File: config.mk
export PLATFORM = sky130hd
export DESIGN_NAME = prio_encoder_8to3
export DESIGN_NICKNAME = d
export VERILOG_FILES = /design/src/rtl/prio_encoder_8to3_pkg.sv /design/src/rtl/prio_encoder_8to3_decoder.sv /design/src/rtl/prio_encoder_8to3.sv
export SDC_FILE = /design/constraint.sdc
export NUM_CORES = 1
export LEC_CHECK = 0
export CORE_MARGIN = 2
export CORE_UTILIZATION = 45
export CTS_CLUSTER_SIZE = 24
export DETAILED_ROUTE_END_ITERATION = 8
export PLACE_DENSITY = 0.66
export SLEW_MARGIN = 20
export SYNTH_ARGS = -nofsm -noshare
export SYNTH_HDL_FRONTEND = slang
export SYNTH_SLANG_ARGS = --single-unit
File: constraint.sdc
create_clock -name clk -period 3.95 [get_ports clk]
set_clock_uncertainty 0.15 [all_clocks]
set_input_delay 0.79 -clock clk [delete_from_list [all_inputs] [get_ports clk]]
set_output_delay 0.79 -clock clk [all_outputs]
set_load 0.01 [all_outputs]
File: src/rtl/prio_encoder_8to3_pkg.sv
// Shared definitions for the 8-lane priority / round-robin encoder.
//   N_REQ   : number of request lanes
//   IDX_W   : width of an encoded lane index
//   state_e : offer FSM encoding (IDLE, OFFER)
//   idx_to_onehot : expands an index into a single-bit lane mask
package prio_encoder_8to3_pkg;

  localparam int N_REQ = 8;
  localparam int IDX_W = 3;

  typedef enum logic {
    IDLE  = 1'b0,
    OFFER = 1'b1
  } state_e;

  function automatic logic [N_REQ-1:0] idx_to_onehot(input logic [IDX_W-1:0] idx);
    return N_REQ'(1) << idx;
  endfunction

endpackage

File: src/rtl/prio_encoder_8to3_decoder.sv
// 3-to-8 binary decoder with enable.
//   in  : binary index
//   en  : when low, out is all-zero
//   out : one-hot form of in
module decoder_3to8
  import prio_encoder_8to3_pkg::*;
(
  input  logic [IDX_W-1:0] in,
  input  logic             en,
  output logic [N_REQ-1:0] out
);

  assign out = en ? idx_to_onehot(in) : '0;

endmodule

File: src/rtl/prio_encoder_8to3.sv
// Pending-request encoder: collects request pulses from 8 lanes into a
// pending register and offers one lane index at a time over a valid/ready
// handshake. Selection is round-robin (RR_EN = 1) or lowest-index-first.
//   clk, rst_n  : clock, asynchronous active-low reset
//   en          : qualifies req_in
//   clear_in    : synchronous flush of all pending requests
//   req_in      : request pulses, one bit per lane
//   ready_in    : consumer accepts idx_out
//   valid_out   : idx_out holds a pending request index
//   idx_out     : offered lane index (stable while valid_out && !ready_in)
//   onehot_out  : decoded idx_out, zero when valid_out is low
//   pending_out : pending-bit register
//   overflow    : one-cycle pulse when a request lands on a pending bit
module prio_encoder_8to3
  import prio_encoder_8to3_pkg::*;
#(
  parameter int RR_EN = 1
) (
  input  logic             clk,
  input  logic             rst_n,
  input  logic             en,
  input  logic             clear_in,
  input  logic [N_REQ-1:0] req_in,
  input  logic             ready_in,
  output logic             valid_out,
  output logic [IDX_W-1:0] idx_out,
  output logic [N_REQ-1:0] onehot_out,
  output logic [N_REQ-1:0] pending_out,
  output logic             overflow
);

  state_e           state_q, state_d;
  logic [N_REQ-1:0] pend_q, pend_d;
  logic [IDX_W-1:0] idx_q, idx_d;
  logic [IDX_W-1:0] ptr_q, ptr_d;
  logic             ovf_q, ovf_d;

  logic [N_REQ-1:0] req_eff;
  logic [N_REQ-1:0] served;
  logic             handshake;
  logic [IDX_W-1:0] start;

  // First set bit of c found when scanning upward from start with wrap.
  // Scanning offsets from high to low lets the smallest offset win.
  function automatic logic [IDX_W-1:0] select(input logic [N_REQ-1:0] c,
                                              input logic [IDX_W-1:0] from);
    logic [IDX_W-1:0] pick;
    logic [IDX_W-1:0] j;
    pick = '0;
    for (int i = N_REQ - 1; i >= 0; i--) begin
      j = from + IDX_W'(i);
      if (c[j]) pick = j;
    end
    return pick;
  endfunction

  // NOTE: every signal written here gets a default first, so no path
  // through the block leaves a value held and no latch is inferred.
  always_comb begin
    req_eff   = en ? req_in : '0;
    handshake = (state_q == OFFER) && ready_in;
    served    = handshake ? idx_to_onehot(idx_q) : '0;
    pend_d    = (pend_q & ~served) | req_eff;
    // A re-request of the bit being served is not a collision.
    ovf_d     = |(req_eff & pend_q & ~served);
    ptr_d     = handshake ? idx_q + 1'b1 : ptr_q;
    // The next offer after a handshake searches from the updated pointer.
    start     = (RR_EN != 0) ? ptr_d : '0;
    state_d   = state_q;
    idx_d     = idx_q;

    unique case (state_q)
      IDLE: begin
        if (pend_d != '0) begin
          idx_d   = select(pend_d, start);
          state_d = OFFER;
        end
      end
      OFFER: begin
        if (handshake) begin
          if (pend_d != '0) idx_d = select(pend_d, start);
          else              state_d = IDLE;
        end
      end
      default: state_d = IDLE;
    endcase

    // Flush overrides both new requests and the handshake.
    if (clear_in) begin
      pend_d  = '0;
      state_d = IDLE;
      ovf_d   = 1'b0;
      ptr_d   = ptr_q;
      idx_d   = idx_q;
    end
  end

  // NOTE: state registers use non-blocking assignments so every flop
  // samples the pre-edge values regardless of statement order.
  always_ff @(posedge clk or negedge rst_n) begin
    if (!rst_n) begin
      state_q <= IDLE;
      pend_q  <= '0;
      idx_q   <= '0;
      ptr_q   <= '0;
      ovf_q   <= 1'b0;
    end else begin
      state_q <= state_d;
      pend_q  <= pend_d;
      idx_q   <= idx_d;
      ptr_q   <= ptr_d;
      ovf_q   <= ovf_d;
    end
  end

  assign valid_out   = (state_q == OFFER);
  assign idx_out     = idx_q;
  assign pending_out = pend_q;
  assign overflow    = ovf_q;

  decoder_3to8 u_dec (
    .in  (idx_q),
    .en  (valid_out),
    .out (onehot_out)
  );

endmodule
==> summary.md, run 1 <==
| Metric | Value |
|---|---|
| Diode count | `0` |
| Most Crowded Layer GR | `met2` |
| Tightest Pin Transition | `a little over 800 ps` |
| CTS Hold Buffers Added | `0` |
| Initial Util | `approximately 47%` |
| Leading area contributor after synthesis | `dfrtp_1` |
| EDFF count, synth | `0` |
| Worst VDD drop | `between 0.3 and 0.4 mV` |
| Arrival @ worst endpoint | `about 3700 ps` |
| Vias in the first global route | `2079` |
| Ports | `34` |
| Top cell type's share of synthesized area | `19.3%` |
| CORE AREA | `4380 um2` |
| Setup Slack @ Placement | `roughly 31 ps` |
| Startpoint Class | `input pin` |
| Synthesized instance count | `roughly 250` |
| Final wirelength | `~6400 um` |
| F_max | `around 270 MHz` |
| Nets | `approximately 320` |
| Via-to-Cell Ratio | `approximately 6.3` |
| Main area contributors after synthesis | `dfrtp_1 (19%), ha_1 (5.4%), mux2_2 (4.3%)` |
| CP endpoint kind | `flop` |
| Total setup buffers inserted after CTS | `0` |
| Worst Path Max Fanout | `7` |
| Met2 Usage GRT | `slightly below 40%` |
| Kind of critical path | `input pin to flop` |
| WL/cell | `~18 um` |
| Largest net degree at the start of global routing | `26` |
| Hold path startpoint | `ptr_q[1]$_DFFE_PN0N_` |
| Port bufs | `33` |
| Setup violations, final | `0` |
| CTS tree | `done` |
| Max-cap violations | `0` |
| Ys async rst share | `100%` |
| Total number of vias | `between 2k and 2.5k` |
| R2r startpoint | `valid_out$_DFF_PN0_` |
| Net Count, Synth | `270` |
| Fraction of layout cells with a size suffix above 1 | `between 10% and 20%` |
| R2r worst-path depth | `11` |
| Proportion of synthesized area in mux cells | `about an eighth` |
| Post-layout min period | `approximately 3700 ps` |
| Post-synthesis adder-cell area fraction | `under 10%` |
| Root Buffer | `clkbuf_8` |
| H-tree levels | `1` |
| Tot Pwr | `~1.8 mW` |
| First-pass GRT wire length | `roughly 10000 um` |
| GRT overflow | `0` |
| Tot GR Track Use | `about 25%` |
| Num Clock Sinks | `16` |
| Final ANT Viol Nets | `0` |
| Slew Viols, Final | `0` |
| Starting DRT DRC Count | `162` |
| Dpl hpwl | `5110 um` |
| Met1 usage | `about 36%` |
| Reg-to-Reg End | `idx_out[1]$_DFFE_PN0P_` |
| Synthesized area | `2080 um2` |
| Resize count post-CTS | `0` |
| Initial antenna violation count | `0` |
| # rows | `24` |
| Final hold violation count | `0` |
| Unrepaired setup endpoints after global routing | `no` |
| WHS Path Cells | `1` |
| Area grow syn2layout | `26.1%` |
| CTS clk-pin slew, worst paths | `roughly 70 ps` |
| Rel. slew slack | `45.5%` |
| Clock tree buffer depth | `2` |
| Post-synthesis xor/xnor area fraction | `0%` |
| TNS Setup | `0 ps` |
| Total CTS buffers | `3` |
| DR pass1 iterations | `4` |
| DIE AREA | `~5200 um2` |
| Sequential fraction of the synthesis area | `19.3%` |
| Synth cell types | `70` |
| Crit share post-route | `between 90% and 100%` |
| RePlAce Congestion | `1.03` |
| Compound-Gate Fraction of Synth Area | `31.5%` |
| DIE WIDTH | `71.9 um` |
| Static leakage | `~1.1 nW` |
| Most used DFF post-synth | `dfrtp_1` |
| Pwr/cell area | `689 nW/um2` |
| Synth Area per Inst | `roughly 8.4 um2` |
| DRC errors left | `0` |
| Worst setup slack after layout | `roughly 290 ps` |
| Synth Area in Simple Gates | `between 20 and 30%` |
| Synthesis Warnings | `0` |
| Outcome | `finished clean` |
| Met3 usage | `5.14%` |
| #FFs+latches synth | `16` |
| Die Ht | `a little over 70 um` |
| Hold_ws | `359 ps` |
| HP Class | `flop to flop` |
| Worst hold endpoint | `ptr_q[1]$_DFFE_PN0N_` |
| Clk_lat worst skew | `roughly 250 ps` |
| FF-to-FF setup slack | `620 ps` |
| Largest family of logic cells by synthesized area | `compound AO/OA/AOI/OAI gates` |
| Crit path required time | `a little under 4000 ps` |
routing by layer:
metal  vias to the layer above  part of all wire, %
met4                         0                 0.66
met1                      1071                   48
met5                         -                    0
li1                       1060                    -
met2                        63                   45
met3                         6                  6.5
per-stage QoR:
stage / instances / instance area [um2] / util (%)
floorplan: 248 / 2080 / -
global placement: 344 / 2560 / 58.4
detailed placement: 344 / 2560 / 58.4
CTS: 348 / 2620 / 59.7
global route: 348 / 2620 / 59.7
finish: 348 / 2620 / 59.7
area by class of cell:
type	instances	area [um2]
Sequential cell	16	400
Clock buffer	4	55.1
Timing Repair Buffer	56	503
Tap cell	52	65.1
Multi-Input combinational cell	212	1560
Fill cell	412	1770
Inverter	8	32.5
layout by cell type, fill, tap and decap left out, types with 2 or more instances in the layout:
master / n
nor2_1: 17
nand4_1: 3
or3_1: 4
a22o_1: 3
o211ai_1: 2
nand4b_1: 2
clkdlybuf4s50_1: 33
mux2i_2: 4
o31ai_1: 2
nand3_1: 14
a211oi_1: 4
and3_1: 6
nand2_1: 20
a22oi_2: 3
o21ai_0: 14
nor3b_1: 2
a31oi_1: 2
nor2b_1: 2
and2_1: 9
clkbuf_8: 4
mux2i_1: 8
dfrtp_1: 16
o21bai_1: 2
buf_4: 23
a21o_1: 4
nand2b_1: 2
o22ai_1: 5
a22oi_1: 10
mux2_2: 8
ha_1: 9
o211a_1: 2
inv_1: 6
a21oi_1: 14
nor3_1: 4
report_power, final:
group | leakage, nW | internal (mW) | switching [mW]
sequential | 0.202 | 0.198 | 0.0517
combinational | 0.863 | 0.629 | 0.774
clock | 0.0288 | 0.0886 | 0.0620
synthesized netlist by cell type, types with 5 or more instances:
| master | instances |
|---|---|
| a21oi_1 | 14 |
| inv_1 | 6 |
| nand2_1 | 20 |
| and3_1 | 6 |
| mux2_2 | 8 |
| mux2i_1 | 8 |
| dfrtp_1 | 16 |
| nor2_1 | 17 |
| o22ai_1 | 5 |
| ha_1 | 9 |
| and2_1 | 9 |
| o21ai_0 | 14 |
| a22oi_1 | 10 |
| nand3_1 | 14 |
worst max-delay path by stage:
stage	startpoint	cells past startpoint	endpoint
after floorplan	ready_in	14	idx_out[1]$_DFFE_PN0P_
after global placement	ready_in	11	idx_out[0]$_DFFE_PN0P_
after detailed placement	ready_in	12	idx_out[1]$_DFFE_PN0P_
after CTS	ready_in	12	idx_out[1]$_DFFE_PN0P_
after global routing	ready_in	12	idx_out[1]$_DFFE_PN0P_
final	ready_in	12	idx_out[1]$_DFFE_PN0P_
worst max-delay path: stages:
cell and delay [ps]:
clkdlybuf4s50_1 610, nand2_1 100, mux2_2 300, inv_2 40, ha_1 190, or3_1 430
and3b_1 230, a22oi_2 180, o221ai_2 170, or3_1 340, o211a_1 210, o22ai_1 100
flip-flops by register name, summed over array words and instances (netlist names):
name,cells
valid_out,1
idx_out,3
pending_out,8
ptr_q,3
overflow,1
logic make-up after synthesis:
group	Yosys count
compound gates	87
fa+ha+maj	9
buf+inv	20
flops	16
mux	22
simple gates	94
No activity file was read; power rests on OpenSTA's default activity.
==> inputs of run 2 (changes only) <==
--- a/config.mk
+++ b/config.mk
@@ -6,10 +6,10 @@
 export NUM_CORES = 1
 export LEC_CHECK = 0
 export CORE_MARGIN = 2
-export CORE_UTILIZATION = 45
+export CORE_UTILIZATION = 40
 export CTS_CLUSTER_SIZE = 24
 export DETAILED_ROUTE_END_ITERATION = 8
-export PLACE_DENSITY = 0.66
+export PLACE_DENSITY = 0.6
 export SLEW_MARGIN = 20
 export SYNTH_ARGS = -nofsm -noshare
 export SYNTH_HDL_FRONTEND = slang
==> run 2 against run 1 <==
Wire length is 1.6% higher. Setup slack lost 74 ps. Critical path depth is 1 lower. Utilization decreased by 6.2 points. Clock-buffer cell count stayed put. Design area rose by 3.2%. Non-clock buffer count up 8. Critical endpoint is now idx_out[0]$_DFFE_PN0P_. Largest cell class unchanged.
==> summary.md, run 2 (synthesized netlist as in run 1, its figures left out) <==
| Metric | Value |
|---|---|
| Clk network pwr share | `under 10%` |
| CTS tree | `done` |
| Root Buffer | `clkbuf_8` |
| First-pass GRT wire length | `between 10000 and 15000 um` |
| Unrepaired setup endpoints after global routing | `no` |
| CTS clk-pin slew, worst paths | `approximately 70 ps` |
| TNS Setup | `0 ps` |
| Rel. slew slack | `between 40% and 50%` |
| Nets | `between 300 and 400` |
| Via-to-Cell Ratio | `5.91` |
| CP endpoint kind | `flop` |
| Sw frac | `about half` |
| Startpoint Class | `input pin` |
| CP max-delay cell | `clkdlybuf4s50_1` |
| Final std cells w/o fill | `between 300 and 400` |
| NetSw | `909 uW` |
| Tightest Pin Transition | `~800 ps` |
| Starting DRT DRC Count | `roughly 230` |
| DRC errors left | `0` |
| Diode count | `0` |
| Max reg flops | `8` |
| Tot Pwr | `1.88 mW` |
| # rows | `26` |
| Logic pwr share | `between 70% and 80%` |
| Max-cap violations | `0` |
| Worst Path Max Fanout | `7` |
| Final ANT Viol Nets | `0` |
| Kind of critical path | `input pin to flop` |
| Total CTS buffers | `3` |
| Pwr/cell area | `696 nW/um2` |
| Post-DP Area | `between 2000 and 3000 um2` |
| GRT overflow | `0` |
| Setup Slack @ Placement | `-48.8 ps` |
| Pint | `roughly 970 uW` |
| Commonest non-fill, non-tap cells in the layout | `clkdlybuf4s50_1 (33), buf_4 (31), nand2_1 (20), nor2_1 (17), dfrtp_1 (16)` |
| Setup violations, final | `0` |
| CTS Hold Buffers Added | `0` |
| Placed cells | `370` |
| Worst setup slack after layout | `approximately 210 ps` |
| Post-layout min period | `~3700 ps` |
| Resize count post-CTS | `0` |
| Slew Viols, Final | `0` |
| H-tree levels | `1` |
| Tot GR Track Use | `22.6%` |
| Clock tree buffer depth | `2` |
| Fraction of layout cells with a size suffix above 1 | `21.7%` |
| Total setup buffers inserted after CTS | `0` |
| Outcome | `finished clean` |
| Total number of vias | `between 2k and 2.5k` |
| HP Class | `flop to flop` |
| DIE WIDTH | `between 70 and 80 um` |
| Dpl hpwl | `just over 5000 um` |
| Port bufs | `33` |
| Initial antenna violation count | `0` |
| Critical Path Max Stage Delay | `560 ps` |
| Static leakage | `about 1.1 nW` |
| Hold_ws | `359 ps` |
| Sequential Power Share | `between 10% and 20%` |
| CORE AREA | `roughly 5000 um2` |
| F_max | `between 200 and 300 MHz` |
| Finished Cell Area | `2700 um2` |
| Ports | `34` |
| Die Ht | `approximately 76 um` |
| Final hold violation count | `0` |
| Area grow syn2layout | `30.1%` |
| Largest net degree at the start of global routing | `17` |
| Worst VDD drop | `~0.44 mV` |
| RePlAce Congestion | `0.941` |
| Crit share post-route | `a little over nine tenths` |
| Commonest non-fill, non-tap cell in the layout | `clkdlybuf4s50_1` |
| Num Clock Sinks | `16` |
| WL/cell | `roughly 17 um` |
| Clk_lat worst skew | `around 250 ps` |
| Initial Util | `41.2%` |
| Arrival @ worst endpoint | `between 3000 and 4000 ps` |
| DR pass1 iterations | `4` |
| Vias in the first global route | `between 2k and 2.5k` |
| DIE AREA | `approximately 5800 um2` |
| Final Core Density | `roughly 54%` |
| Final wirelength | `roughly 6500 um` |
| Cell Chain, Critical Path | `clkdlybuf4s50_1 > nand2_1 > mux2_2 > ha_1 > or3_1 > nand3_1 > o22ai_1 > a211oi_2 > o21ai_0 > a221oi_2 > a22oi_2` |
| Crit path required time | `3930 ps` |
==> run 2: cell types whose count changed in the layout (fill, tap and decap cells not counted), sizes merged <==
cell / change
buf: +8
==> run 2: area by class of cell <==
class | instances | area [um2]
Timing Repair Buffer | 64 | 563
Clock buffer | 4 | 55.1
Fill cell | 489 | 2340
Tap cell | 70 | 87.6
Inverter | 8 | 32.5
Multi-Input combinational cell | 212 | 1560
Sequential cell | 16 | 400
==> run 2: worst paths after layout <==
check,start,to,cells past startpoint,slack [ps]
worst max-delay path,ready_in,idx_out[0]$_DFFE_PN0P_,11,210
worst min-delay path,ptr_q[1]$_DFFE_PN0N_,ptr_q[1]$_DFFE_PN0N_,1,360
worst max register to register,idx_out[0]$_DFFE_PN0P_,idx_out[0]$_DFFE_PN0P_,11,630
worst min register to register,ptr_q[1]$_DFFE_PN0N_,ptr_q[1]$_DFFE_PN0N_,1,360
max in group asynchronous,rst_n,pending_out[2]$_DFF_PN0_,1,2320
min in group asynchronous,rst_n,valid_out$_DFF_PN0_,1,840
==> run 2: worst max-delay path, delay by kind of cell <==
kind,cells,cell delay (ps)
AOI/OAI and AO/OA,5,1000
and+or+nand+nor,3,720
buffers and inverters,1,560
adders and majority gates,1,260
muxes,1,390
==> run 2: layer usage <==
metal	routed length, um	GRT usage (%)
met1	3090	32.6
met5	0	0
met3	341	3.20
met4	40	2.91
met2	2980	37.2
==> run 2: power groups by stage <==
stage | Clock (mW) | Sequential (mW) | Combinational [mW]
after floorplan | 0 | 0.240 | 0.965
after global placement | 0 | 0.248 | 1.47
after detailed placement | 0 | 0.247 | 1.45
after CTS | 0.154 | 0.245 | 1.46
after global routing | 0.163 | 0.253 | 1.62
final | 0.150 | 0.246 | 1.48
